===== src/rtl/mac_pkg.sv =====
// Shared definitions for the serial multiply-accumulate block: FSM state
// encoding, accumulator width, counter widths and saturation bounds.
package mac_pkg;

  typedef enum logic [1:0] {
    StIdle = 2'd0,
    StMul  = 2'd1,
    StAcc  = 2'd2,
    StDone = 2'd3
  } state_e;

  // Accumulator width: full product plus guard bits.
  function automatic int unsigned acw_f(int unsigned n, int unsigned g);
    return 2 * n + g;
  endfunction

  // Bits needed to hold any value in 0..max_val (at least one bit).
  function automatic int unsigned cnt_w(int unsigned max_val);
    return (max_val < 2) ? 1 : $clog2(max_val + 1);
  endfunction

  // Largest representable accumulator value.
  function automatic longint sat_max(int unsigned acw, bit is_signed);
    return is_signed ? (longint'(1) <<< (acw - 1)) - 1 : (longint'(1) <<< acw) - 1;
  endfunction

  // Smallest representable accumulator value.
  function automatic longint sat_min(int unsigned acw, bit is_signed);
    return is_signed ? -(longint'(1) <<< (acw - 1)) : longint'(0);
  endfunction

endpackage


===== src/rtl/shift_add_mult.sv =====
// N-bit unsigned serial multiplier: one multiplier bit per cycle, 2N-bit product.
// start loads the operands; busy stays high for N cycles; done pulses for one
// cycle afterwards while product holds the final value.
module shift_add_mult
  import mac_pkg::*;
#(
  parameter int unsigned N = 18
) (
  input  logic           clk,
  input  logic           Rst,
  input  logic           start,
  input  logic [N-1:0]   a,
  input  logic [N-1:0]   b,
  output logic           busy,
  output logic           done,
  output logic [2*N-1:0] product
);

  localparam int unsigned CW = cnt_w(N - 1);

  logic [2*N-1:0] mcand_q, mcand_d;
  logic [2*N-1:0] prod_q, prod_d;
  logic [N-1:0]   mplier_q, mplier_d;
  logic [CW-1:0]  cnt_q, cnt_d;
  logic           busy_q, busy_d;
  logic           done_q, done_d;

  // Next state: load on start, otherwise one shift-add step per busy cycle.
  always_comb begin
    mcand_d  = mcand_q;
    prod_d   = prod_q;
    mplier_d = mplier_q;
    cnt_d    = cnt_q;
    busy_d   = busy_q;
    done_d   = 1'b0;
    if (start) begin
      mcand_d  = {{N{1'b0}}, a};
      mplier_d = b;
      prod_d   = '0;
      cnt_d    = '0;
      busy_d   = 1'b1;
    end else if (busy_q) begin
      if (mplier_q[0]) begin
        prod_d = prod_q + mcand_q;
      end
      mcand_d  = mcand_q << 1;
      mplier_d = mplier_q >> 1;
      cnt_d    = cnt_q + 1'b1;
      if (cnt_q == CW'(N - 1)) begin
        cnt_d  = '0;
        busy_d = 1'b0;
        done_d = 1'b1;
      end
    end
  end

  // State registers with synchronous reset.
  always_ff @(posedge clk) begin
    if (Rst) begin
      mcand_q  <= '0;
      prod_q   <= '0;
      mplier_q <= '0;
      cnt_q    <= '0;
      busy_q   <= 1'b0;
      done_q   <= 1'b0;
    end else begin
      mcand_q  <= mcand_d;
      prod_q   <= prod_d;
      mplier_q <= mplier_d;
      cnt_q    <= cnt_d;
      busy_q   <= busy_d;
      done_q   <= done_d;
    end
  end

  assign busy    = busy_q;
  assign done    = done_q;
  assign product = prod_q;

endmodule


===== src/rtl/mac_iter_acc.sv =====
// Serial multiply-accumulate: accepts one W/X pair at a time, multiplies the
// magnitudes bit-serially, applies the sign, adds into a saturating accumulator
// and presents the sum after K terms on a valid/ready output.
module mac_iter_acc
  import mac_pkg::*;
#(
  parameter int unsigned N      = 18,
  parameter int unsigned G      = 4,
  parameter int unsigned K      = 8,
  parameter bit          SIGNED = 1'b0,
  localparam int unsigned ACW   = acw_f(N, G)
) (
  input  logic           clk,
  input  logic           Rst,
  input  logic           in_valid,
  output logic           in_ready,
  input  logic [N-1:0]   W,
  input  logic [N-1:0]   X,
  output logic           out_valid,
  input  logic           out_ready,
  output logic [ACW-1:0] Out,
  output logic           Ovf
);

  // Two extra bits so the raw sum never wraps before it is clamped.
  localparam int unsigned SatW = ACW + 2;
  localparam int unsigned BW   = cnt_w(N - 1);
  localparam int unsigned TW   = cnt_w(K);
  localparam logic signed [SatW-1:0] SatMax = SatW'(sat_max(ACW, SIGNED));
  localparam logic signed [SatW-1:0] SatMin = SatW'(sat_min(ACW, SIGNED));

  state_e          state_q, state_d;
  logic [ACW-1:0]  ac_q, ac_d;
  logic [TW-1:0]   term_q, term_d;
  logic [BW-1:0]   bit_cnt_q, bit_cnt_d;
  logic            sign_q, sign_d;
  logic            ovf_q, ovf_d;

  logic            accept;
  logic [N-1:0]    w_mag, x_mag;
  logic            mult_busy, mult_done;
  logic [2*N-1:0]  mult_product;

  logic signed [SatW-1:0] ac_ext, prod_ext, sum;
  logic [ACW-1:0]         sat_res;
  logic                   sat_hit;

  assign accept = in_valid && (state_q == StIdle);

  // Operand magnitudes; in signed mode the most negative value still fits in N bits.
  always_comb begin
    w_mag = W;
    x_mag = X;
    if (SIGNED && W[N-1]) begin
      w_mag = ~W + 1'b1;
    end
    if (SIGNED && X[N-1]) begin
      x_mag = ~X + 1'b1;
    end
  end

  shift_add_mult #(
    .N(N)
  ) u_mult (
    .clk    (clk),
    .Rst    (Rst),
    .start  (accept),
    .a      (w_mag),
    .b      (x_mag),
    .busy   (mult_busy),
    .done   (mult_done),
    .product(mult_product)
  );

  // Sign-apply the product, add to the accumulator and clamp to the legal range.
  always_comb begin
    if (SIGNED) begin
      ac_ext = SatW'(signed'(ac_q));
    end else begin
      ac_ext = SatW'(ac_q);
    end
    prod_ext = SatW'(mult_product);
    if (SIGNED && sign_q) begin
      prod_ext = -prod_ext;
    end
    sum     = ac_ext + prod_ext;
    sat_res = sum[ACW-1:0];
    sat_hit = 1'b0;
    if (sum > SatMax) begin
      sat_res = SatMax[ACW-1:0];
      sat_hit = 1'b1;
    end else if (sum < SatMin) begin
      sat_res = SatMin[ACW-1:0];
      sat_hit = 1'b1;
    end
  end

  // FSM next-state and datapath updates.
  always_comb begin
    state_d   = state_q;
    ac_d      = ac_q;
    term_d    = term_q;
    bit_cnt_d = bit_cnt_q;
    sign_d    = sign_q;
    ovf_d     = ovf_q;
    unique case (state_q)
      StIdle: begin
        if (in_valid) begin
          state_d   = StMul;
          bit_cnt_d = '0;
          sign_d    = SIGNED ? (W[N-1] ^ X[N-1]) : 1'b0;
        end
      end
      StMul: begin
        if (mult_busy) begin
          bit_cnt_d = bit_cnt_q + 1'b1;
          if (bit_cnt_q == BW'(N - 1)) begin
            bit_cnt_d = '0;
            state_d   = StAcc;
          end
        end
      end
      StAcc: begin
        if (mult_done) begin
          ac_d    = sat_res;
          ovf_d   = ovf_q | sat_hit;
          term_d  = term_q + 1'b1;
          state_d = (term_q == TW'(K - 1)) ? StDone : StIdle;
        end
      end
      StDone: begin
        if (out_ready) begin
          ac_d    = '0;
          term_d  = '0;
          ovf_d   = 1'b0;
          state_d = StIdle;
        end
      end
      default: state_d = StIdle;
    endcase
  end

  // State registers; reset aborts any term in flight.
  always_ff @(posedge clk) begin
    if (Rst) begin
      state_q   <= StIdle;
      ac_q      <= '0;
      term_q    <= '0;
      bit_cnt_q <= '0;
      sign_q    <= 1'b0;
      ovf_q     <= 1'b0;
    end else begin
      state_q   <= state_d;
      ac_q      <= ac_d;
      term_q    <= term_d;
      bit_cnt_q <= bit_cnt_d;
      sign_q    <= sign_d;
      ovf_q     <= ovf_d;
    end
  end

  assign in_ready  = (state_q == StIdle);
  assign out_valid = (state_q == StDone);
  assign Out       = ac_q;
  assign Ovf       = ovf_q;

endmodule


===== config.mk =====
export PLATFORM = sky130hd
export DESIGN_NAME = mac_iter_acc
export DESIGN_NICKNAME = d
export VERILOG_FILES = /design/src/rtl/mac_pkg.sv /design/src/rtl/shift_add_mult.sv /design/src/rtl/mac_iter_acc.sv
export SDC_FILE = /design/constraint.sdc
export NUM_CORES = 1
export LEC_CHECK = 0
export ABC_AREA = 1
export BUFFER_PORTS_ARGS = -buffer_cell sky130_fd_sc_hd__buf_2
export CORE_MARGIN = 4
export CORE_UTILIZATION = 60
export DETAILED_ROUTE_END_ITERATION = 10
export PLACE_DENSITY = 0.75
export SLEW_MARGIN = 20
export SYNTH_ARGS = -nofsm -noshare
export SYNTH_HDL_FRONTEND = slang
export SYNTH_HIERARCHICAL = 1
export SYNTH_SLANG_ARGS = --single-unit

===== constraint.sdc =====
create_clock -name clk -period 2.5 [get_ports clk]
set_input_delay 0.25 -clock clk [delete_from_list [all_inputs] [get_ports clk]]
set_output_delay 0.25 -clock clk [all_outputs]
set_load 0.05 [all_outputs]

# After elaboration in Yosys (flattened, before gate mapping)
# Cells that the tools add are included.
[totals] register_bits=149 in_bits=40 elab_cells=76
[classes] n_addsub=5 magnitude_cmp=2 n_eq_ne=11 muxes=33 bitwise=2 reduce_logical=11
[ops] cell="$mux W40" count=4
[ops] cell="$pmux W40 S2" count=1
[ops] cell="$mux W18" count=4
[ops] cell="$add A40 B36 Y41" count=1
[ops] cell="$gt A41 B40 Y1 const B" count=1
[ops] cell="$lt A41 B1 Y1 const B" count=1
[ops] cell="$add A36 B36 Y36" count=1
[ops] cell="$mux W5" count=4
[ops] cell="$mux W2" count=6
[ops] cell="$add A5 B1 Y5 const B" count=2
[ops] cell="$eq A5 B5 Y1 const B" count=2
[ops] cell="$pmux W5 S2" count=1
[ops] cell="$mux W1" count=8
[ops] cell="$mux W4" count=2
[ops] cell="$pmux W2 S4" count=1
[ops] cell="$pmux W4 S2" count=1
[ops] cell="$ne A2 B1 Y1 const B" count=3
[ops] cell="$reduce_and A3 Y1" count=2
[ops] cell="$reduce_bool A2 Y1" count=3
[ops] cell="$reduce_and A5 Y1" count=1
[ops] cell="$add A4 B1 Y4 const B" count=1
[ops] cell="$eq A2 B2 Y1 const B" count=2
[ops] cell="$eq A4 B3 Y1 const B" count=1
[ops] cell="$ne A2 B2 Y1 const B" count=2
[ops] cell="9 further kinds" count=9

# Longest topological paths before layout
[logic_depth] depth_word=7 ltp_mapped=15 mapped_depth_nobuf=15

# By module
# Netlist, hierarchy kept.
[by_module_without_submodules] module="shift_add_mult" n_inst=1 cells_each=1011 area_each_um2=6409.9 seq_area_each_um2=1941.9
[by_module_without_submodules] module="mac_iter_acc" n_inst=1 cells_each=949 area_each_um2=5338.9 seq_area_each_um2=1041.0

# Worst setup path after synthesis
# Ideal clock, no wire load.
[synth_timing] path_kind="reg-to-reg" start="reg ac_q[0], in the netlist Out[0]" end="reg ac_q[30], in the netlist Out[30]" arrival_time_ns=2.186 t_required_ns=2.368 slack_ns=0.182 path_stages_with_launch=15 n_path_buf=0 period_less_slack_ns=2.318 cell_sequence="dfxtp_1 ha_1 inv_1 fa_1 nor2_1 or2_1 nand2_1 nand2_2 nand2_1 nand2_1 nand2_1 nand3_1 nand3_2 nand2_1 a21oi_1"
[synth_via] elab_chain_cells=6
[synth_rtl] element="start, declared" line_no="mac_iter_acc.sv:33" source="logic [ACW-1:0] ac_q, ac_d;"
[synth_rtl] element="start signal, assigned" line_no="mac_iter_acc.sv:147" source="ac_q <= '0;"
[synth_rtl] element="start signal, assigned" line_no="mac_iter_acc.sv:154" source="ac_q <= ac_d;"
[synth_rtl] element="$add A40 B36 Y41 *" line_no="mac_iter_acc.sv:86" source="sum = ac_ext + prod_ext;"
[synth_rtl] element="$lt A41 B1 Y1" line_no="mac_iter_acc.sv:92" source="end else if (sum < SatMin) begin"
[synth_rtl] element="$mux W40" line_no="mac_iter_acc.sv:92"
[synth_rtl] element="$mux W40 *" line_no="mac_iter_acc.sv:89" source="if (sum > SatMax) begin"
[synth_rtl] element="$mux W40 *" line_no="mac_iter_acc.sv:124" source="if (mult_done) begin"
[synth_rtl] element="$pmux W40 S2 *" line_no="mac_iter_acc.sv:106" source="unique case (state_q)"
# Mark *: on every way between the ends. The rest lies on a longest branch, timed or not. The select of a mux whose other input is x is not followed.
# A chain may end at the register's enable or synchronous reset.

# Worst setup path in the final report
[layout_timing] start="reg ac_q[14], in the netlist Out[14]" end="reg ac_q[37], in the netlist Out[37]"
# The elaborated chain is that of the path after synthesis.

==> metrics.txt <==
Mapped Cells=1,960; P&R area growth vs syn=11.34%; starting density of the core=slightly above 60%; global-route wire length before repair=between 50,000 and 60,000 um; grt total ovfl=0; core area=roughly 19,000 sq um; Worst Setup End Kind=register; crit path time final=approximately 2300 ps; # fillers=1,789; RSZ-0062 raised after global routing=no; register area share after synthesis=25.39%; P_int=4.456 mW; Post-CTS Hold Fix Bufs=0; Layout Cells excl Fill=~2,300; #FFs+latches synth=149; GRT Total Usage=between 30% and 40%; Routed Antenna Nets=0; worst reg2reg endpoint=Out[37]; crit-path cells=ha_1 -> nand2_1 -> nand2_1 -> nand2_1 -> nand2_1 -> a21oi_1 -> nand3_1 -> nand2_1 -> nand2_1 -> nand2_1 -> nand3_2 -> nand2_1 -> a21oi_1; clock power share=between 30 and 40%; DRC Markers=0; Critical Path Source=Out[14]; buffers added on ports=a little over 80; CTS tree=yes; CP delay by family, top=simple AND/OR/NAND/NOR gates; Hold WC Path Type=in -> reg; DRT iter0 DRCs=973; final hold violations=0; sequential power share=between 40% and 50%; Maximum Capacitance Violations=0; Slew HR=~44%; worst-case reg-to-reg path depth=13; CTS buffer count=17; vias in the first global route=approximately 12,000; die area=approximately 22,000 sq um; Power Density=roughly 520 nW/um^2; Sw Pwr=roughly 2.3 mW; WHS=between 60 and 70 ps; Syn Std Cell Area=about 12,000 sq um; Final Max Tran Viols=0; IO Pins=83; Syn Nets=2,078; Setup crit end=Out[37]; largest net degree at the start of global routing=44; Area after DPL=12,480 sq um; Detailed Place HPWL=roughly 27,000 um; number of synthesized flops with an enable pin=0; Rows=50; status=finished clean; Vias per Instance=about 5.3; most frequent cells after synthesis=nand2_1 (655), inv_1 (351), dfxtp_1 (149); Max clock buf depth=2; total negative slack=0 ps; WL/cell=14.88 um; clk_skew=11.54 ps; final worst path period share=between 90 and 100%; clk sink count=between 100 and 150; final wirelength=between 30,000 and 40,000 um; syn_area_per_cell=about 6.0 sq um; FF-to-FF setup slack=170 ps; H-tree depth=4; WP data required=2790 ps; CP max FO=4; CP Depth=13; initial antenna violation count=0; gp weighted congestion=a little under 1; slowest stage delay, CP=roughly 460 ps; final instance area=13,080 sq um; Netlist cell types=roughly 50; final net count=roughly 2,200; clk slew on worst S/H paths=~70 ps; diodes inserted=0; CP Class=reg -> reg; CP Launch Type=register; cells taking the most area after synthesis=dfxtp_1 (25%), nand2_1 (21%), inv_1 (11%); Leak Pwr=slightly above 7 nW; post-synth top area cell=dfxtp_1; clk root buf=clkbuf_16; Achievable Freq=about 430 MHz; crit path DAT=2620 ps; share of layout cells above drive strength 1=11.20%; Die X=~150 um; Synth Flop Type=dfxtp_1; DRT Pass-1 Iters=6; Multi-input gate area=a little over 7000 sq um; dpl cells=between 2,000 and 2,500; final setup fails=0; Skew-Pair Late Insertion Delay=about 430 ps; Worst IR Drop VDD=about 0.65 mV; via count=~12,000; FFs w/ async S/R, synth=0%; Crit Reg-Reg Startpoint=Out[14]; Storage cell area=between 2000 and 3000 sq um; combinational power share=a little over a fifth; die height=about 150 um; Most Frequent Cell on Critical Path=nand2_1; CP max stage cell=dfxtp_1; total number of yosys warnings=6; top-count cell post-synth=nand2_1; slew at the pin with the worst max-slew slack=833.2 ps; Yosys top cell area share=about a quarter; sw frac=about a third; Buffers & Inverters on Critical Path=0
==> worst register-to-register path: stages, from the launching register on <==
cell and delay (ps):
dfxtp_1 460, ha_1 360, nand2_1 120, nand2_1 70
nand2_1 60, nand2_1 60, a21oi_1 260, nand3_1 290
nand2_1 190, nand2_1 70, nand2_1 80, nand3_2 60
nand2_1 60, a21oi_1 60
==> what timing repair did <==
item                                    CTS  global route
gates resized for setup                   0             5
endpoints found under the setup margin    0            15
setup buffers                             0             0
==> state kept, by name (all words and copies together), names as in the netlist <==
signal / count
Ovf: 1
bit_cnt_q: 5
term_q: 4
u_mult/mcand_q: 36
u_mult/busy: 1
state_q: 2
u_mult/mplier_q: 18
u_mult/done: 1
Out: 40
u_mult/product: 36
u_mult/cnt_q: 5
==> metal layers <==
metal / up-vias / share of wire, % / global-route usage [%]
met5: - / 0 / 0
met4: 0 / 4.0 / 12.84
met3: 84 / 5.2 / 4.813
met2: 388 / 46 / 53.04
met1: 5592 / 45 / 40.17
li1: 6296 / - / -
==> layout by cell type (no fill, tap or decap), drive strengths merged, types with 2 or more instances in the layout <==
master | synthesis | routed
clkinv | 3 | 5
nand4 | 10 | 10
xor2 | 29 | 29
a211oi | 2 | 2
a22oi | 14 | 14
o211ai | 11 | 11
fa | 2 | 2
o221ai | 6 | 6
dfxtp | 149 | 149
nor2 | 146 | 146
buf | 20 | 109
o22ai | 3 | 3
and3 | 2 | 2
nor3 | 25 | 25
nand2 | 683 | 683
inv | 362 | 372
xnor2 | 7 | 7
o21ai | 90 | 90
o21bai | 20 | 20
clkbuf | 28 | 18
a31oi | 7 | 7
nand3 | 114 | 114
ha | 76 | 76
a21oi | 141 | 141
or2 | 4 | 4
==> cell type report <==
class / instances / area share, %
tap: 260 / 2.487
multi-input combinational: 1398 / 54.91
sequential: 149 / 22.81
clock buffer: 18 / 3.281
timing repair buffer: 109 / 4.811
inverter: 365 / 10.47
clock inverter: 14 / 1.224
==> metrics by stage <==
| step | setup WS [ps] | power, mW | utilization (%) |
|---|---|---|---|
| after CTS | 199.0 | 6.812 | 68.93 |
| after floorplan | 182.0 | 3.789 | - |
| final | 172.8 | 6.799 | 69.01 |
| after detailed placement | 206.6 | 4.165 | 65.82 |
| after global placement | 261.4 | 4.135 | 65.82 |
| after global routing | 32.97 | 7.155 | 69.01 |
==> cells by family (layout without fill, tap and decap cells) <==
logic type	count (synthesis)	count (layout)	synth area share [%]
AOI/OAI and AO/OA	297	297	14.21
and+or+nand+nor	987	987	35.64
DFF	149	149	25.39
xor gates and xnor gates	36	36	2.684
adders and majority gates	78	78	8.435
buffers and inverters	413	506	13.64
==> power groups by stage <==
stage          clock network, mW  logic [mW]  registers [mW]
2_1_floorplan                  0        1.08            2.71
3_3_place_gp                   0        1.37            2.76
3_5_place_dp                   0        1.40            2.77
4_1_cts                     2.68        1.41            2.72
5_1_grt                     2.80        1.61            2.74
6_report                    2.64        1.43            2.72
==> how the worst min path moves through the flow <==
stage	cells past startpoint	to	from	slack [ps]
finish	3	u_mult/mcand_q[0]	W[0]	70
global route	3	u_mult/mcand_q[0]	W[0]	70
CTS	3	u_mult/mcand_q[0]	W[0]	50
detailed placement	2	Ovf	Ovf	450
global placement	2	u_mult/mplier_q[17]	u_mult/mplier_q[17]	450
floorplan	2	u_mult/mcand_q[0]	W[0]	400
Power figures use the tool's default switching activity.
